<file path="src/rtl/pfpred_pkg.sv">
// Shared types for the prefetch prediction path: packet layout, slot view,
// and small helpers used by the serializer.
package pfpred_pkg;

  localparam int PF_NSLOTS = 4;

  typedef logic [11:0] SC_pcsign_type;
  typedef logic [5:0]  SC_robid_type;
  typedef logic [7:0]  PF_delta_type;
  typedef logic [2:0]  PF_weigth_type;

  typedef struct packed {
    SC_robid_type  rid;
    PF_delta_type  val;
    PF_weigth_type w;
  } PF_predslot_type;

  // Field order matches the monitor's flat {pcsign, d0.., d1.., d2.., d3..} packing.
  typedef struct packed {
    SC_pcsign_type   pcsign;
    PF_predslot_type d0;
    PF_predslot_type d1;
    PF_predslot_type d2;
    PF_predslot_type d3;
  } PF_pred_type;

  typedef enum logic {ST_IDLE, ST_ISSUE} pf_state_e;

  function automatic PF_predslot_type pf_slot(input PF_pred_type p, input logic [1:0] idx);
    case (idx)
      2'd0:    return p.d0;
      2'd1:    return p.d1;
      2'd2:    return p.d2;
      default: return p.d3;
    endcase
  endfunction

  function automatic logic pf_qual(input PF_predslot_type s, input PF_weigth_type wmin);
    return (s.val != '0) && (s.w >= wmin);
  endfunction

  function automatic logic [15:0] sat_add16(input logic [15:0] a, input logic [15:0] b);
    logic [16:0] s;
    s = {1'b0, a} + {1'b0, b};
    return s[16] ? 16'hFFFF : s[15:0];
  endfunction

endpackage

</file>
<file path="src/rtl/pfpred_serializer_fifo.sv">
// Generic DEPTH-entry FIFO with extra-bit pointers for full/empty; the head
// entry is read combinationally from the storage registers.
module pfpred_fifo #(
  parameter int DEPTH = 4,
  parameter int W     = 8
) (
  input  logic                       clk,
  input  logic                       reset,
  input  logic                       i_push,
  input  logic [W-1:0]               i_data,
  input  logic                       i_pop,
  output logic [W-1:0]               o_data,
  output logic                       o_full,
  output logic                       o_empty,
  output logic [$clog2(DEPTH):0]     o_count
);
  localparam int AW = $clog2(DEPTH);

  logic [W-1:0] r_mem [DEPTH];
  logic [AW:0]  r_wptr;
  logic [AW:0]  r_rptr;
  logic         w_wr;
  logic         w_rd;

  assign o_empty = (r_wptr == r_rptr);
  assign o_full  = (r_wptr[AW] != r_rptr[AW]) && (r_wptr[AW-1:0] == r_rptr[AW-1:0]);
  assign o_count = r_wptr - r_rptr;
  assign o_data  = r_mem[r_rptr[AW-1:0]];
  assign w_wr    = i_push & ~o_full;
  assign w_rd    = i_pop & ~o_empty;

  always_ff @(posedge clk) begin
    if (reset) begin
      r_wptr <= '0;
      r_rptr <= '0;
    end else begin
      if (w_wr) r_wptr <= r_wptr + (AW+1)'(1);
      if (w_rd) r_rptr <= r_rptr + (AW+1)'(1);
    end
  end

  // Storage needs no reset: consumers only look at it while non-empty.
  always_ff @(posedge clk) begin
    if (w_wr) r_mem[r_wptr[AW-1:0]] <= i_data;
  end

  a_no_push_full: assert property (@(posedge clk) disable iff (reset) !(i_push && o_full));

endmodule

</file>
<file path="src/rtl/pfpred_serializer.sv">
// Serializes buffered 4-delta prediction packets into single prefetch requests,
// skipping zero/low-weight deltas. PFPRED_STATS_EN adds issue/drop counters.
module pfpred_serializer
  import pfpred_pkg::*;
#(
  parameter int DEPTH = 4,
  parameter int WMIN  = 1
) (
  input  logic          clk,
  input  logic          reset,
  input  logic          pfmtocore_pred_valid,
  output logic          pfmtocore_pred_retry,
  input  PF_pred_type   pfmtocore_pred,
  output logic          pfreq_valid,
  input  logic          pfreq_retry,
  output SC_pcsign_type pfreq_pcsign,
  output SC_robid_type  pfreq_rid,
  output PF_delta_type  pfreq_delta,
  output PF_weigth_type pfreq_w,
  output logic          pfreq_last
`ifdef PFPRED_STATS_EN
  ,
  output logic [15:0]   pfpred_issue_cnt,
  output logic [15:0]   pfpred_drop_cnt
`endif
);
  localparam int AW = $clog2(DEPTH);
  localparam logic [PF_NSLOTS-1:0] ALL_SLOTS = '1;

  logic                 w_full, w_empty, w_push, w_pop, w_xfer, w_bubble, w_last;
  logic [AW:0]          w_count;
  PF_pred_type          w_head;
  logic [PF_NSLOTS-1:0] w_mask, w_cand;
  logic [1:0]           w_sel;
  PF_predslot_type      w_slot;
  pf_state_e            r_state;
  logic [1:0]           r_slot;

  pfpred_fifo #(.DEPTH(DEPTH), .W($bits(PF_pred_type))) u_fifo (
    .clk     (clk),
    .reset   (reset),
    .i_push  (w_push),
    .i_data  (pfmtocore_pred),
    .i_pop   (w_pop),
    .o_data  (w_head),
    .o_full  (w_full),
    .o_empty (w_empty),
    .o_count (w_count)
  );

  assign pfmtocore_pred_retry = reset | w_full;
  assign w_push = pfmtocore_pred_valid & ~pfmtocore_pred_retry;

  always_comb begin
    w_mask = '0;
    for (int i = 0; i < PF_NSLOTS; i++)
      w_mask[i] = pf_qual(pf_slot(w_head, 2'(i)), PF_weigth_type'(WMIN));
  end

  assign w_cand = w_mask & (ALL_SLOTS << r_slot);

  always_comb begin
    w_sel = '0;
    for (int i = PF_NSLOTS-1; i >= 0; i--)
      if (w_cand[i]) w_sel = 2'(i);
  end

  assign w_last   = (w_cand >> (3'(w_sel) + 3'd1)) == '0;
  assign w_slot   = pf_slot(w_head, w_sel);
  assign w_bubble = (r_state == ST_ISSUE) && !w_empty && (w_mask == '0);
  assign pfreq_valid = (r_state == ST_ISSUE) && !w_empty && (w_cand != '0);
  assign w_xfer   = pfreq_valid & ~pfreq_retry;
  assign w_pop    = w_bubble | (w_xfer & w_last);

  // Data is forced to zero whenever no request is presented.
  assign pfreq_pcsign = pfreq_valid ? w_head.pcsign : '0;
  assign pfreq_rid    = pfreq_valid ? w_slot.rid    : '0;
  assign pfreq_delta  = pfreq_valid ? w_slot.val    : '0;
  assign pfreq_w      = pfreq_valid ? w_slot.w      : '0;
  assign pfreq_last   = pfreq_valid & w_last;

  always_ff @(posedge clk) begin
    if (reset) begin
      r_state <= ST_IDLE;
      r_slot  <= '0;
    end else begin
      case (r_state)
        ST_IDLE: if (w_push) r_state <= ST_ISSUE;
        ST_ISSUE: begin
          if (w_pop) begin
            r_slot <= '0;
            if (!w_push && w_count == (AW+1)'(1)) r_state <= ST_IDLE;
          end else if (w_xfer) begin
            r_slot <= w_sel + 2'd1;
          end
        end
        default: r_state <= ST_IDLE;
      endcase
    end
  end

`ifdef PFPRED_STATS_EN
  logic [2:0] w_ndrop;
  assign w_ndrop = 3'(PF_NSLOTS - $countones(w_mask));

  always_ff @(posedge clk) begin
    if (reset) begin
      pfpred_issue_cnt <= '0;
      pfpred_drop_cnt  <= '0;
    end else begin
      if (w_xfer) pfpred_issue_cnt <= sat_add16(pfpred_issue_cnt, 16'd1);
      if (w_pop)  pfpred_drop_cnt  <= sat_add16(pfpred_drop_cnt, 16'(w_ndrop));
    end
  end
`endif

  a_hold_stable: assert property (@(posedge clk) disable iff (reset)
    (pfreq_valid && pfreq_retry) |=> (pfreq_valid &&
      $stable({pfreq_pcsign, pfreq_rid, pfreq_delta, pfreq_w, pfreq_last})));

endmodule
</file>
<file path="config.mk">
export PLATFORM = sky130hd
export DESIGN_NAME = pfpred_serializer
export DESIGN_NICKNAME = d
export VERILOG_FILES = /design/src/rtl/pfpred_pkg.sv /design/src/rtl/pfpred_serializer_fifo.sv /design/src/rtl/pfpred_serializer.sv
export SDC_FILE = /design/constraint.sdc
export NUM_CORES = 1
export LEC_CHECK = 0
export ABC_CLOCK_PERIOD_IN_PS = 8400
export BUFFER_PORTS_ARGS = -buffer_cell sky130_fd_sc_hd__buf_2
export CORE_ASPECT_RATIO = 1.4
export CORE_UTILIZATION = 25
export DETAILED_ROUTE_END_ITERATION = 16
export REMOVE_ABC_BUFFERS = 1
export SYNTH_ARGS = -nofsm -noshare
export SYNTH_HDL_FRONTEND = slang
export SYNTH_SLANG_ARGS = --single-unit
</file>
<file path="constraint.sdc">
create_clock -name clk -period 8.4 [get_ports clk]
set_clock_uncertainty 0.1 [all_clocks]
set_input_delay 0 -clock clk [delete_from_list [all_inputs] [get_ports clk]]
set_output_delay 0 -clock clk [all_outputs]
set_load 0.02 [all_outputs]
</file>
**Word-level counts from Yosys, hierarchy flattened**

Memories as Yosys holds them, arrays and structs flattened. A register that Yosys moved wholly into a read port is not among the register bits.
Cells that the tools add are included.

- Bits in registers: 9
- Latch bits: 0
- Bits in writable memories: 320
- Bits in read-only memories: 0
- Output and inout bits: 32
- Logic and storage cells: 76
- Memories kept: 1

Memories:

| memory | words | bits a word | read ports | clocked after Yosys merged registers in | wr ports | RTL line | source |
|---|---|---|---|---|---|---|---|
| u_fifo.r_mem | 4 | 80 | 1 | 1 | 1 | pfpred_serializer_fifo.sv:19 | `logic [W-1:0] r_mem [DEPTH];` |

- $add $sub $neg: 5
- Multiply operators: 0
- Divide/modulo/power cells: 0
- $lt $le $gt $ge: 4
- Equal/unequal tests: 6
- Shift operators: 2
- Mux-type cells: 19
- Bitwise gates (word level): 14
- Reduce and logical (&&, ||, !) cells: 21

Operator list:

| operator | number |
|---|---|
| $pmux 17 s3 | 1 |
| $reduce_bool 8->1 | 4 |
| $mux 2 | 8 |
| $ge 3x1->1 const B | 4 |
| $mux 12 | 1 |
| $logic_and 1x1->1 | 9 |
| $logic_not 4->1 | 2 |
| $mux 8 | 1 |
| $add 3x1->3 const B | 2 |
| $and 1x1->1 | 6 |
| $mux 6 | 1 |
| $mux 1 | 5 |
| $not 1->1 | 5 |
| $and 4x4->4 | 1 |
| $reduce_bool 4->1 | 1 |
| $shl 4x2->4 const A | 1 |
| $shr 4x3->4 | 1 |
| $add 2x1->3 const B | 1 |
| $eq 3x1->1 const B | 1 |
| $eq 3x3->1 | 1 |
| $mux 3 | 1 |
| $sub 3x3->3 | 1 |
| $add 2x1->2 const B | 1 |
| $eq 2x1->1 const B | 1 |
| other kinds (9) | 11 |

**Depth between registers and ports, before layout**

- Depth in word-level cells: 15
- Depth in mapped cells: 17
- Depth with buffers taken out: 11

**Modules after synthesis**

A second synthesis with hierarchy kept.

- Cells, all modules: 676
- Area total of the unflattened synthesis: 13315.3 um^2

By module, submodules not included:

| module | instances | cells an instance | area an instance (um^2) |
|---|---|---|---|
| pfpred_fifo | 1 | 485 | 12081.6 |
| pfpred_serializer | 1 | 191 | 1233.7 |

**Worst setup path before layout**

No wires, ideal clock.

- Path kind: reg-to-reg
- Start: register u_fifo.r_rptr[1]
- End: memory u_fifo.r_mem[3][0] in the netlist's numbering, enable pin
- Library setup time: 0.449 ns
- Arrival time: 3.010 ns
- Slack: 4.841 ns
- Stages on the path, launching flop included: 5
- Clock period less this slack: 3.559 ns
- Cells stage by stage: dfxtp_1 inv_1 ha_1 a31oi_1 and3_1

- Word-level cells in the longest chain between the ends: 8
- Elaborated cells between the ends (all ways): 9
- Classes of those cells: 1 x eq/ne; 2 x mux; 5 x bitwise; 1 x reduce/logical

RTL lines:

| item | RTL line | source |
|---|---|---|
| from (decl) | pfpred_serializer_fifo.sv:21 | `logic [AW:0] r_rptr;` |
| from (signal assigned) | pfpred_serializer_fifo.sv:38 | `if (w_rd) r_rptr <= r_rptr + (AW+1)'(1);` |
| $eq 2x2->1 * | pfpred_serializer_fifo.sv:26 | `assign o_full = (r_wptr[AW] != r_rptr[AW]) && (r_wptr[AW-1:0] == r_rptr[AW-1:0]);` |
| $logic_and 1x1->1 * | pfpred_serializer_fifo.sv:26 |  |
| $or 1x1->1 | pfpred_serializer.sv:51 | `assign pfmtocore_pred_retry = reset \| w_full;` |
| $not 1->1 | pfpred_serializer.sv:52 | `assign w_push = pfmtocore_pred_valid & ~pfmtocore_pred_retry;` |
| $and 1x1->1 | pfpred_serializer.sv:52 |  |
| $and 1x1->1 * | pfpred_serializer_fifo.sv:29 | `assign w_wr = i_push & ~o_full;` |
| $mux 1 * | pfpred_serializer_fifo.sv:44 | `if (w_wr) r_mem[r_wptr[AW-1:0]] <= i_data;` |
| $mux 1 (implied by the code) * | pfpred_serializer_fifo.sv:44 |  |
| to (decl) | pfpred_serializer_fifo.sv:19 |  |

Every way passes the cells marked *; elsewhere a longest branch is shown, timed or not.

==> run summary <==
The overall routing resource usage came out at 0.1107. The total standard cell area after synthesis came out at 0.01313 mm2. The count of nets left with antenna violations once routing finished came out at 0. The root buffer cell is sky130_fd_sc_hd__clkbuf_16. The share of the core filled with cells came out at 0.3128.

The number of top-level pins is 116. The met3 capacity usage during global routing is 0.01713. The kind of path behind the tightest hold check is input port to flip-flop.

The power density of the placed cells came out at 215.0 mW/mm2. The most common flop cell mapped by yosys is sky130_fd_sc_hd__edfxtp_1. The number of hold violations in the final report came to 0.

In the final layout, the share of cells above drive strength 1 is 0.3058. The number of pins exceeding their max-slew limit in the final report is 0. Yosys attributes the largest share of cell area to sky130_fd_sc_hd__edfxtp_1, sky130_fd_sc_hd__mux4_2, sky130_fd_sc_hd__mux4_1. The first-pass iteration count of the detailed router is 4. The die span in y is 273.2 um. At the worst endpoint, the arrival time is 5600 ps.

The leakage power figure is 5.270 nW. The worst setup path is captured at an output pin. The floorplan step defined a die boundary enclosing 0.05346 mm2. In the synthesized netlist, the number of instances is 631. The via count of the first global-routing pass is 7,150.

The tightest slew margin relative to the limit is 0.2991. The horizontal die dimension came out at 195.7 um. The global routing stage identified its most utilized layer as met2. The placer's final routability congestion estimate came out at 0.7389. Summed over all layers, the routed wires come to 29,990 um. After detailed routing, the number of remaining DRC violations is 0. The count of vias placed by the detailed router is 6,683. The pin count of the biggest net entering global routing came out at 57. The source-to-sink clock delay at the later pin of the worst-skew pair is 570 ps. STA classifies the critical path startpoint as a flip-flop. The met1 demand-to-capacity share in global routing came out at 0.1335. In this run the post-CTS setup repair buffer count came out at 0. Setup violations remaining at the end of the flow were counted as 0. The pre-CTS setup slack came out at 3102 ps.

The unique cell type count in the Yosys netlist came out at 46. The maximum net fanout on the critical path came out at 45. For the pin with the worst max-slew slack, the measured transition is 1051 ps. The area growth from synthesis to layout is 23.90%. The clock passes through at most 3 buffers.

The number of design-rule violations left by the first detailed-router iteration is 413. The maximum resistive drop on vdd is 0.1596 mV. The met2 track demand over resource in global routing came out at 0.2039.

The number of standard-cell rows in the floorplan came out at 99. In the synthesized netlist, the cells that appear most often are sky130_fd_sc_hd__edfxtp_1, sky130_fd_sc_hd__mux4_2, sky130_fd_sc_hd__a21oi_1. Once routing completed, OpenROAD measured the worst setup slack at 2701 ps. For this run the aggregate overflow at the end of global routing stands at 0. The final sum of negative setup slack came out at 0 ps. The wire length of the first global-routing pass came out at 44,260 um. The final layout net count is 933. The number of port buffers came out at 115. The number of clock buffers inserted by TritonCTS came out at 31.

The shortest period the worst path allows is 5699 ps. The synthesized area per cell came out at 20.81 um2. The number of fill cells is 5,046. After synthesis the netlist holds a flip-flop and latch count of 331. Dividing the detail-routed via count by the number of cells gives 4.403. The max-cap check violation count came out at 0. The sequential cell area fraction in the yosys report is 0.7485. The number of levels the H-tree was split into is 1. Of the post-synthesis cell area, the dominant cell type holds 0.7317.

The number of gates resized after cts is 0. The cell with the most instances after synthesis is sky130_fd_sc_hd__edfxtp_1. The library cell occupying the most area in the post-synthesis netlist is sky130_fd_sc_hd__edfxtp_1. The initial antenna violation count is 3. The region available for standard cell placement spans 0.05202 mm2. Dividing the detail-routed wire length by the instance count gives 19.75 um.

The flow ran to the end, and the final reports show no timing, DRC or antenna violations. After synthesis, the share of flip-flops with an asynchronous set or reset is 0. The smallest hold slack came out at 73.70 ps.

In this run the most critical hold path is launched from pfmtocore_pred[64]. The clock net sink count is 331. The share of the clock period used by the worst path came out at 0.6784.

The peak clock frequency supported by timing is 175.5 MHz. The Yosys step of the flow raised 0 warnings. Setup repair after global routing left no endpoint under its margin. The half-perimeter wire length after detailed placement came out at 18,700 um. After clock tree synthesis, the clock-pin slew on the worst setup and hold paths is 70 ps. The synthesized design contains 320 enable-type register cells. TritonCTS built the clock tree. The kind of critical path is flip-flop to output pin. The data required time at the worst endpoint came out at 8300 ps.

For this design, the CTS-stage hold fixing added 83 buffers. The effective utilization at floorplan came out at 0.2524.
where the power goes:
part,internal [mW],switching [mW],leakage [nW],total (mW)
Clock,0.828,0.589,0.508,1.42
Combinational,0.0895,0.125,1.77,0.215
Sequential,1.86,0.00935,3.00,1.87
stage by stage:
step           std cells  total power, mW  instance area (um2)
2_1_floorplan        598            1.999                12920
3_3_place_gp        1377            2.081                14410
3_5_place_dp        1377            2.087                14410
4_1_cts             1516            3.545                16270
5_1_grt             1518            3.609                16270
6_report            1518            3.498                16270
layout by cell type (no fill, tap or decap), drive strengths merged, types with 13 or more instances in the layout:
| master | count |
|---|---|
| a21oi | 38 |
| a22oi | 14 |
| buf | 123 |
| clkbuf | 34 |
| clkinv | 14 |
| dlygate4sd3 | 83 |
| edfxtp | 320 |
| inv | 13 |
| mux4 | 80 |
| nand2 | 21 |
| nor2 | 27 |
| nor2b | 14 |
layout make-up:
type | count | area (um2) | share of cell area
Inverter | 11 | 41.29 | 0.002537
Multi-Input combinational cell | 256 | 3070 | 0.1887
Timing Repair Buffer | 206 | 1466 | 0.09012
Antenna cell | 2 | 5.005 | 0.0003076
Tap cell | 656 | 820.8 | 0.05044
Clock inverter | 22 | 244.0 | 0.01499
Sequential cell | 331 | 9837 | 0.6045
Clock buffer | 34 | 787.0 | 0.04837
routing by layer:
layer / up-vias / wire length [um]
met2: 156 / 15840
met1: 3456 / 12250
met5: - / 0
met4: 0 / 583
li1: 3032 / -
met3: 39 / 1311
cells by family (layout without fill, tap and decap cells):
family,count (synthesis),after routing,synth area share
xor gates and xnor gates,4,4,0.002668
other,0,2,0
and+or+nand+nor,82,82,0.03401
adders and majority gates,12,12,0.01200
DFF,331,331,0.7485
AOI/OAI and AO/OA,74,74,0.04011
buffers and inverters,44,273,0.01934
muxes,84,84,0.1434
flip-flops by register name, summed over array words and instances, names as in the netlist, named ones only:
| signal | cells |
|---|---|
| u_fifo.r_mem | 320 |
| u_fifo.r_rptr | 3 |
| u_fifo.r_wptr | 3 |
| r_slot | 2 |
| r_state | 1 |
worst max-delay path: stages, from the launching register on:
cell,delay [ps]
sky130_fd_sc_hd__dfxtp_4,1000
sky130_fd_sc_hd__buf_4,470
sky130_fd_sc_hd__mux4_1,680
sky130_fd_sc_hd__nor4_2,540
sky130_fd_sc_hd__a2111oi_4,160
sky130_fd_sc_hd__nor3_1,370
sky130_fd_sc_hd__ha_1,910
sky130_fd_sc_hd__a22oi_1,270
sky130_fd_sc_hd__a21oi_1,230
sky130_fd_sc_hd__a21oi_1,90
sky130_fd_sc_hd__nor2_1,110
sky130_fd_sc_hd__buf_2,180
path summary, 6_finish.rpt:
| path | slack (ps) | cells after the start | end |
|---|---|---|---|
| setup reg to reg | 4240 | 8 | flip-flop |
| hold reg to reg | 410 | 2 | r_state |
| setup / recovery | 2700 | 11 | pfreq_delta[3] |
| hold / removal | 70 | 2 | u_fifo.r_mem[2][64] |
No activity file was read; power rests on OpenSTA's default activity.
